--- src/rtl/hc595_pkg.sv ---
// Shared constants for the 74HC595 transmit/receive pair.
// The defaults and the counter width helper are used by both sides.
package hc595_pkg;

    localparam int DEFAULT_WIDTH       = 16;
    localparam int DEFAULT_SYNC_STAGES = 2;

    // bit_cnt has to hold 0..WIDTH+1 so that an overrun stays visible
    function automatic int cnt_width(input int width);
        return $clog2(width + 2);
    endfunction

endpackage

--- src/rtl/sync_rise.sv ---
// Multi-flop synchronizer for one asynchronous pin, followed by a rising-edge detector.
// rise is high for one clk cycle, in the cycle where level first reads 1.
module sync_rise
    import hc595_pkg::*;
#(
    parameter int STAGES = DEFAULT_SYNC_STAGES
) (
    input  logic clk,
    input  logic rst_n,
    input  logic din,
    output logic level,
    output logic rise
);

    logic [STAGES-1:0] sync_q;
    logic              prev;

    // History resets to 0, so a pin already high at reset release shows up as one edge
    always_ff @(posedge clk or negedge rst_n) begin
        if (!rst_n) begin
            sync_q <= '0;
            prev   <= 1'b0;
        end else begin
            sync_q <= {sync_q[STAGES-2:0], din};
            prev   <= sync_q[STAGES-1];
        end
    end

    assign level = sync_q[STAGES-1];
    assign rise  = level & ~prev;

endmodule

--- src/rtl/hc595_rx.sv ---
// Receives a 74HC595-style serial stream (DS/SH_CP/ST_CP) into a parallel word.
// Framing errors are flagged at latch time when the shift count is not WIDTH.
module hc595_rx
    import hc595_pkg::*;
#(
    parameter int WIDTH       = DEFAULT_WIDTH,
    parameter int SYNC_STAGES = DEFAULT_SYNC_STAGES
) (
    input  logic                          clk,
    input  logic                          rst_n,
    input  logic                          DS,
    input  logic                          SH_CP,
    input  logic                          ST_CP,
    output logic [WIDTH-1:0]              par_data,
    output logic                          frame_valid,
    output logic                          frame_err,
    output logic [cnt_width(WIDTH)-1:0]   bit_cnt
);

    localparam int CW = cnt_width(WIDTH);
    localparam logic [CW-1:0] CNT_ONE  = CW'(1);
    localparam logic [CW-1:0] CNT_FULL = CW'(WIDTH);
    localparam logic [CW-1:0] CNT_MAX  = CW'(WIDTH + 1);

    logic                   sh_level;
    logic                   sh_rise;
    logic                   st_level;
    logic                   st_rise;
    logic                   unused_levels;
    logic [SYNC_STAGES-1:0] ds_q;
    logic                   ds_align;
    logic [WIDTH-1:0]       shift_reg;

    sync_rise #(.STAGES(SYNC_STAGES)) u_sh_sync (
        .clk   (clk),
        .rst_n (rst_n),
        .din   (SH_CP),
        .level (sh_level),
        .rise  (sh_rise)
    );

    sync_rise #(.STAGES(SYNC_STAGES)) u_st_sync (
        .clk   (clk),
        .rst_n (rst_n),
        .din   (ST_CP),
        .level (st_level),
        .rise  (st_rise)
    );

    assign unused_levels = sh_level ^ st_level;

    // Extra flop matches the edge detector's history stage, so data is taken from just before the edge
    always_ff @(posedge clk or negedge rst_n) begin
        if (!rst_n) begin
            ds_q     <= '0;
            ds_align <= 1'b0;
        end else begin
            ds_q     <= {ds_q[SYNC_STAGES-2:0], DS};
            ds_align <= ds_q[SYNC_STAGES-1];
        end
    end

    // A latch coinciding with a shift stores the pre-shift word and starts the new count at 1
    always_ff @(posedge clk or negedge rst_n) begin
        if (!rst_n) begin
            shift_reg   <= '0;
            par_data    <= '0;
            bit_cnt     <= '0;
            frame_valid <= 1'b0;
            frame_err   <= 1'b0;
        end else begin
            frame_valid <= st_rise;
            frame_err   <= st_rise && (bit_cnt != CNT_FULL);
            if (sh_rise) begin
                shift_reg <= {shift_reg[WIDTH-2:0], ds_align};
            end
            if (st_rise) begin
                par_data <= shift_reg;
                bit_cnt  <= sh_rise ? CNT_ONE : '0;
            end else if (sh_rise && (bit_cnt != CNT_MAX)) begin
                bit_cnt <= bit_cnt + CNT_ONE;
            end
        end
    end

endmodule

--- config.mk ---
export PLATFORM = sky130hd
export DESIGN_NAME = hc595_rx
export DESIGN_NICKNAME = d
export VERILOG_FILES = /design/src/rtl/hc595_pkg.sv /design/src/rtl/sync_rise.sv /design/src/rtl/hc595_rx.sv
export SDC_FILE = /design/constraint.sdc
export NUM_CORES = 1
export LEC_CHECK = 0
export BUFFER_PORTS_ARGS = -buffer_cell sky130_fd_sc_hd__buf_2
export CORE_MARGIN = 5
export CORE_UTILIZATION = 50
export CTS_BUF_LIST = sky130_fd_sc_hd__clkbuf_4 sky130_fd_sc_hd__clkbuf_8
export CTS_CLUSTER_SIZE = 28
export DETAILED_ROUTE_END_ITERATION = 16
export PLACE_DENSITY = 0.74
export REMOVE_ABC_BUFFERS = 1
export SYNTH_ARGS = -nofsm -noshare
export SYNTH_HDL_FRONTEND = slang
export SYNTH_SLANG_ARGS = --single-unit
--- constraint.sdc ---
create_clock -name clk -period 1.66 [get_ports clk]
set_input_delay 0 -clock clk [delete_from_list [all_inputs] [get_ports clk]]
set_output_delay 0 -clock clk [all_outputs]
set_load 0.02 [all_outputs]
Yosys cells after proc, flatten, opt, wreduce, memory -nomap -nowiden
Cells that the tools add are included.
{"block": "totals", "regBits": 48, "output_inout_bits": 23}
{"block": "classes", "n_addsub": 1, "eq_ne": 2, "mux": 3, "bitwise_logic": 4, "n_reduce_logical": 3}
{"cell": "$mux W5", "count": 2}
{"cell": "$ne A5 B5 Y1 const B", "count": 2}
{"cell": "$add A5 B1 Y5 const B", "count": 1}
{"cell": "$and A1 B1 Y1", "count": 2}
{"cell": "$logic_and A1 B1 Y1", "count": 2}
{"cell": "$not A1 Y1", "count": 2}
{"cell": "$reduce_bool A2 Y1", "count": 1}
{"cell": "$mux W1", "count": 1}

Longest topological paths before layout
{"block": "depth", "depth_word": 5, "depth_mapped": 6, "ltp_nobuf": 5}

Cells and area by module
Synthesis repeated with hierarchy kept, for this count alone.
{"block": "unflattened", "cells_unflattened": 112, "area_unflattened_um2": 1801.7}
{"module": "hc595_rx", "n_inst": 1, "cells_each": 104, "area_per_inst_um2": 1624.1, "seq_area_each_um2": 1051.0}
{"module": "sync_rise", "n_inst": 2, "cells_each": 4, "area_per_inst_um2": 88.8, "seq_area_each_um2": 75.1}

Least setup slack after synthesis
OpenSTA, ideal clock, no wires.
{"block": "synth_timing", "path_kind": "register to register", "startpoint": "register bit_cnt[0]", "endpoint": "register bit_cnt[4]", "t_arrival_ns": 1.273, "t_required_ns": 1.587, "slack_ns": 0.314, "stages_incl_launch_ff": 5, "n_path_buf": 0, "cell_sequence": "dfrtp_1 > ha_1 > nand3b_1 > or3_1 > a21oi_2"}
{"block": "synth_via", "elab_chain_cells": 3, "elab_cells_between_ends": 6, "classes_between": "add/sub: 1; eq/ne: 1; mux: 2; reduce/logical: 2"}
{"element": "start, declared", "line_no": "hc595_rx.sv:17", "rtl": "output logic [cnt_width(WIDTH)-1:0] bit_cnt"}
{"element": "start signal, assigned", "line_no": "hc595_rx.sv:79", "rtl": "bit_cnt <= sh_rise ? CNT_ONE : '0;"}
{"element": "start signal, assigned", "line_no": "hc595_rx.sv:81", "rtl": "bit_cnt <= bit_cnt + CNT_ONE;"}
{"element": "$add A5 B1 Y5 / $ne A5 B5 Y1 (equally long branches)", "line_no": "hc595_rx.sv:81, hc595_rx.sv:80"}
{"element": "$mux W5 / $logic_and A1 B1 Y1 (equally long branches)", "line_no": "hc595_rx.sv:80", "rtl": "end else if (sh_rise && (bit_cnt != CNT_MAX)) begin"}
{"element": "$mux W5 / $reduce_bool A2 Y1 (equally long branches)"}
Parallel ways exist; a longest one is shown, timed or not. The select of a mux whose other input is x is not followed.
A chain may end at the register's enable or synchronous reset.

Worst setup path after layout
{"block": "layout_timing", "startpoint": "register bit_cnt[1]", "endpoint": "register bit_cnt[2]"}
The elaborated chain is that of the path after synthesis.

==> summary.md <==
| Metric | Value |
|---|---|
| Crit Path Class | `flip-flop to flip-flop` |
| Drt total wl | `approximately 3200 um` |
| H-tree depth | `2` |
| Core area | `between 3000 and 4000 um2` |
| Num rows | `22` |
| Setup slack, reg-to-reg | `~0.29 ns` |
| Synth area leader | `dfrtp_1` |
| PnR worst setup slack | `about 0.29 ns` |
| Most common cell after layout, fill and taps aside | `nand2_1` |
| Switching pwr | `slightly above 0.7 mW` |
| Sw Share | `0.2955` |
| Worst-Margin Slew | `0.5193 ns` |
| Via Count | `between 1000 and 1500` |
| Worst skew pair latency | `~0.36 ns` |
| Distinct cell type count after synthesis | `25` |
| Worst setup SP type | `flip-flop` |
| Initial antenna violation count | `0` |
| IO Port Bufs | `27` |
| Number of nets in the layout | `between 200 and 250` |
| Maximum number of pins on one net before global-route repair | `28` |
| Crit Path Max Fanout | `5` |
| Hold Path Class | `primary input to asynchronous set/reset pin` |
| CTS tree | `yes` |
| Share of post-route cells with drive strength above 1 | `0.2018` |
| Hold buffer count at cts | `4` |
| Syn Inst Count | `roughly 180` |
| Synth Cell Area | `about 1800 um2` |
| Finished Core Util | `0.5916` |
| Synth Area in Simple Gates | `0.2534` |
| Final std cells w/o fill | `between 200 and 300` |
| Vias per inst | `4.895` |
| Worst VDD drop | `0.6119 mV` |
| Die H | `70.28 um` |
| Full die area | `4939 um2` |
| Setup_tns | `0 ns` |
| Largest family of logic cells by synthesized area | `simple AND/OR/NAND/NOR gates` |
| Worst Path Required | `just under 2 ns` |
| Unrepaired setup endpoints after global routing | `false` |
| Drt first pass iters | `4` |
| Die extent in x | `between 70 and 80 um` |
| Ranking of synthesized cells by area | `dfrtp_1 66%, nand2_1 20%, ha_1 2.1%` |
| Critical path capture point type | `flip-flop` |
| WHS | `0.1343 ns` |
| Register area share after synthesis | `0.6612` |
| Pre-CTS setup slack | `~0.3 ns` |
| Setup Viol. Count Final | `0` |
| GRT Util Overall | `0.1478` |
| Slew HR | `0.6538` |
| Fin. Hold Viols | `0` |
| CP cell instances | `inv_1 -> ha_1 -> and4bb_2 -> nor4_1 -> a31o_2` |
| FMAX | `just over 0.7 GHz` |
| Compound-cell area share of the yosys netlist | `0.03444` |
| Clock skew | `approximately 0.0096 ns` |
| Max incr delay on CP | `around 0.44 ns` |
| Overall Power | `~2.4 mW` |
| Clk pwr share | `0.238` |
| # DRC | `0` |
| Pwr/cell area | `1154 nW/um2` |
| # resized after CTS | `0` |
| Total gr overflow | `0` |
| Area share of the leading cell type in the synthesized netlist | `0.6612` |
| Power share of the combinational group | `0.173` |
| Yosys reg bits | `48` |
| Slew Viols, Final | `0` |
| Setup Buffers After CTS | `0` |
| Clock input transition at the sequential cells of the worst setup and hold paths | `roughly 0.12 ns` |
| Synth Area in XOR/XNOR | `0` |
| Final period util | `0.8280` |
| Mean Syn Cell Area | `9.928 um2` |
| Seq pwr share | `0.589` |
| Area post-placement | `between 2000 and 2500 um2` |
| Number of CTS-inserted buffers | `5` |
| WP data arrival | `about 1.7 ns` |
| Leakage power | `approximately 1.2 nW` |
| Final min period | `approximately 1.4 ns` |
| Avg WL per Cell | `~12 um` |
| Max clock buf depth | `2` |
| Status | `completed` |
| Initial core utilization | `0.5077` |
| Vias in the first global route | `~1300` |
| Placed cell count | `about 250` |
| Number of synthesis warnings | `0` |
| N_diodes | `0` |
| Main synth FF type | `dfrtp_1` |
| Clock root cell | `clkbuf_4` |
| Drt initial violations | `88` |
| Fillers | `between 300 and 400` |
| DP HPWL | `~2200 um` |
| Synth-to-layout area growth | `16.53%` |
| GPL Wtd Cong | `~0.8` |
| Synth Area in Adders | `0.02066` |
| Commonest cells after routing, fill and taps aside | `98 x nand2_1, 48 x dfrtp_1, 27 x buf_2` |
| Antenna Nets Post-Route | `0` |
| Async SR Flop Fraction | `1.000` |
| First-pass GRT wire length | `around 5600 um` |
| Ports | `28` |
| Post-synth EDFFs | `0` |
| Internal Power | `between 1.5 and 2 mW` |
| Mux cell area share after synthesis | `0` |
| Worst path slowest cell | `dfrtp_1` |
| # Max-Cap Violations | `0` |
| Post-route cell area | `2117 um2` |
| Clock Sinks | `48` |
final timing paths:
path                       depth (start not counted)                    from                            end
min in group clk                                   2                   ST_CP  u_st_sync.sync_q[0]$_DFF_PN0_
max in group asynchronous                          3                   rst_n        par_data[5]$_DFFE_PN0P_
min reg2reg                                        0       ds_q[1]$_DFF_PN0_             ds_align$_DFF_PN0_
max                                                5  bit_cnt[1]$_DFFE_PN0P_         bit_cnt[2]$_DFFE_PN0P_
min                                                2                   rst_n         bit_cnt[1]$_DFFE_PN0P_
max reg2reg                                        5  bit_cnt[1]$_DFFE_PN0P_         bit_cnt[2]$_DFFE_PN0P_
critical path, delay by kind of cell (launching register included):
kind	cells	cell delay, ns
DFF	1	0.44
and+or+nand+nor	2	0.45
AOI/OAI and AO/OA	1	0.14
adders and majority gates	1	0.19
buffers and inverters	1	0.09
cell type report:
class | instances | area [um2] | area share
Sequential cell | 48 | 1201 | 0.5674
Multi-Input combinational cell | 124 | 560.5 | 0.2648
Timing Repair Buffer | 35 | 217.7 | 0.1028
Clock buffer | 8 | 66.31 | 0.03132
Tap cell | 48 | 60.06 | 0.02837
Inverter | 3 | 11.26 | 0.005319
synthesized netlist by cell type, types with 2 or more instances:
cell / instances
o21ai_0: 3
a21oi_1: 2
nand2_1: 98
nand2b_1: 2
nand3b_1: 2
ha_1: 3
dfrtp_1: 48
buf_4: 2
or3_1: 2
buf_2: 5
inv_1: 2
cells by family (layout without fill, tap and decap cells):
family / Yosys count / in the layout
fa+ha+maj: 3 / 3
compound gates: 10 / 10
flops: 48 / 48
buf+inv: 11 / 46
simple gates: 111 / 111
power groups by stage:
stage / Clock [mW] / Sequential (mW) / Combinational [mW]
after floorplan: 0 / 1.55 / 0.156
after global placement: 0 / 1.46 / 0.411
after detailed placement: 0 / 1.46 / 0.424
after CTS: 0.606 / 1.44 / 0.431
after global routing: 0.646 / 1.47 / 0.482
final: 0.582 / 1.44 / 0.422
layer usage:
metal	wire length, um	global-route usage	part of all wire
met1	1491	0.1908	0.47
met2	1475	0.2162	0.46
met3	184	0.06331	0.058
met5	0	0	0
met4	25	0.06383	0.0079
(Power assumes the default switching activity.)
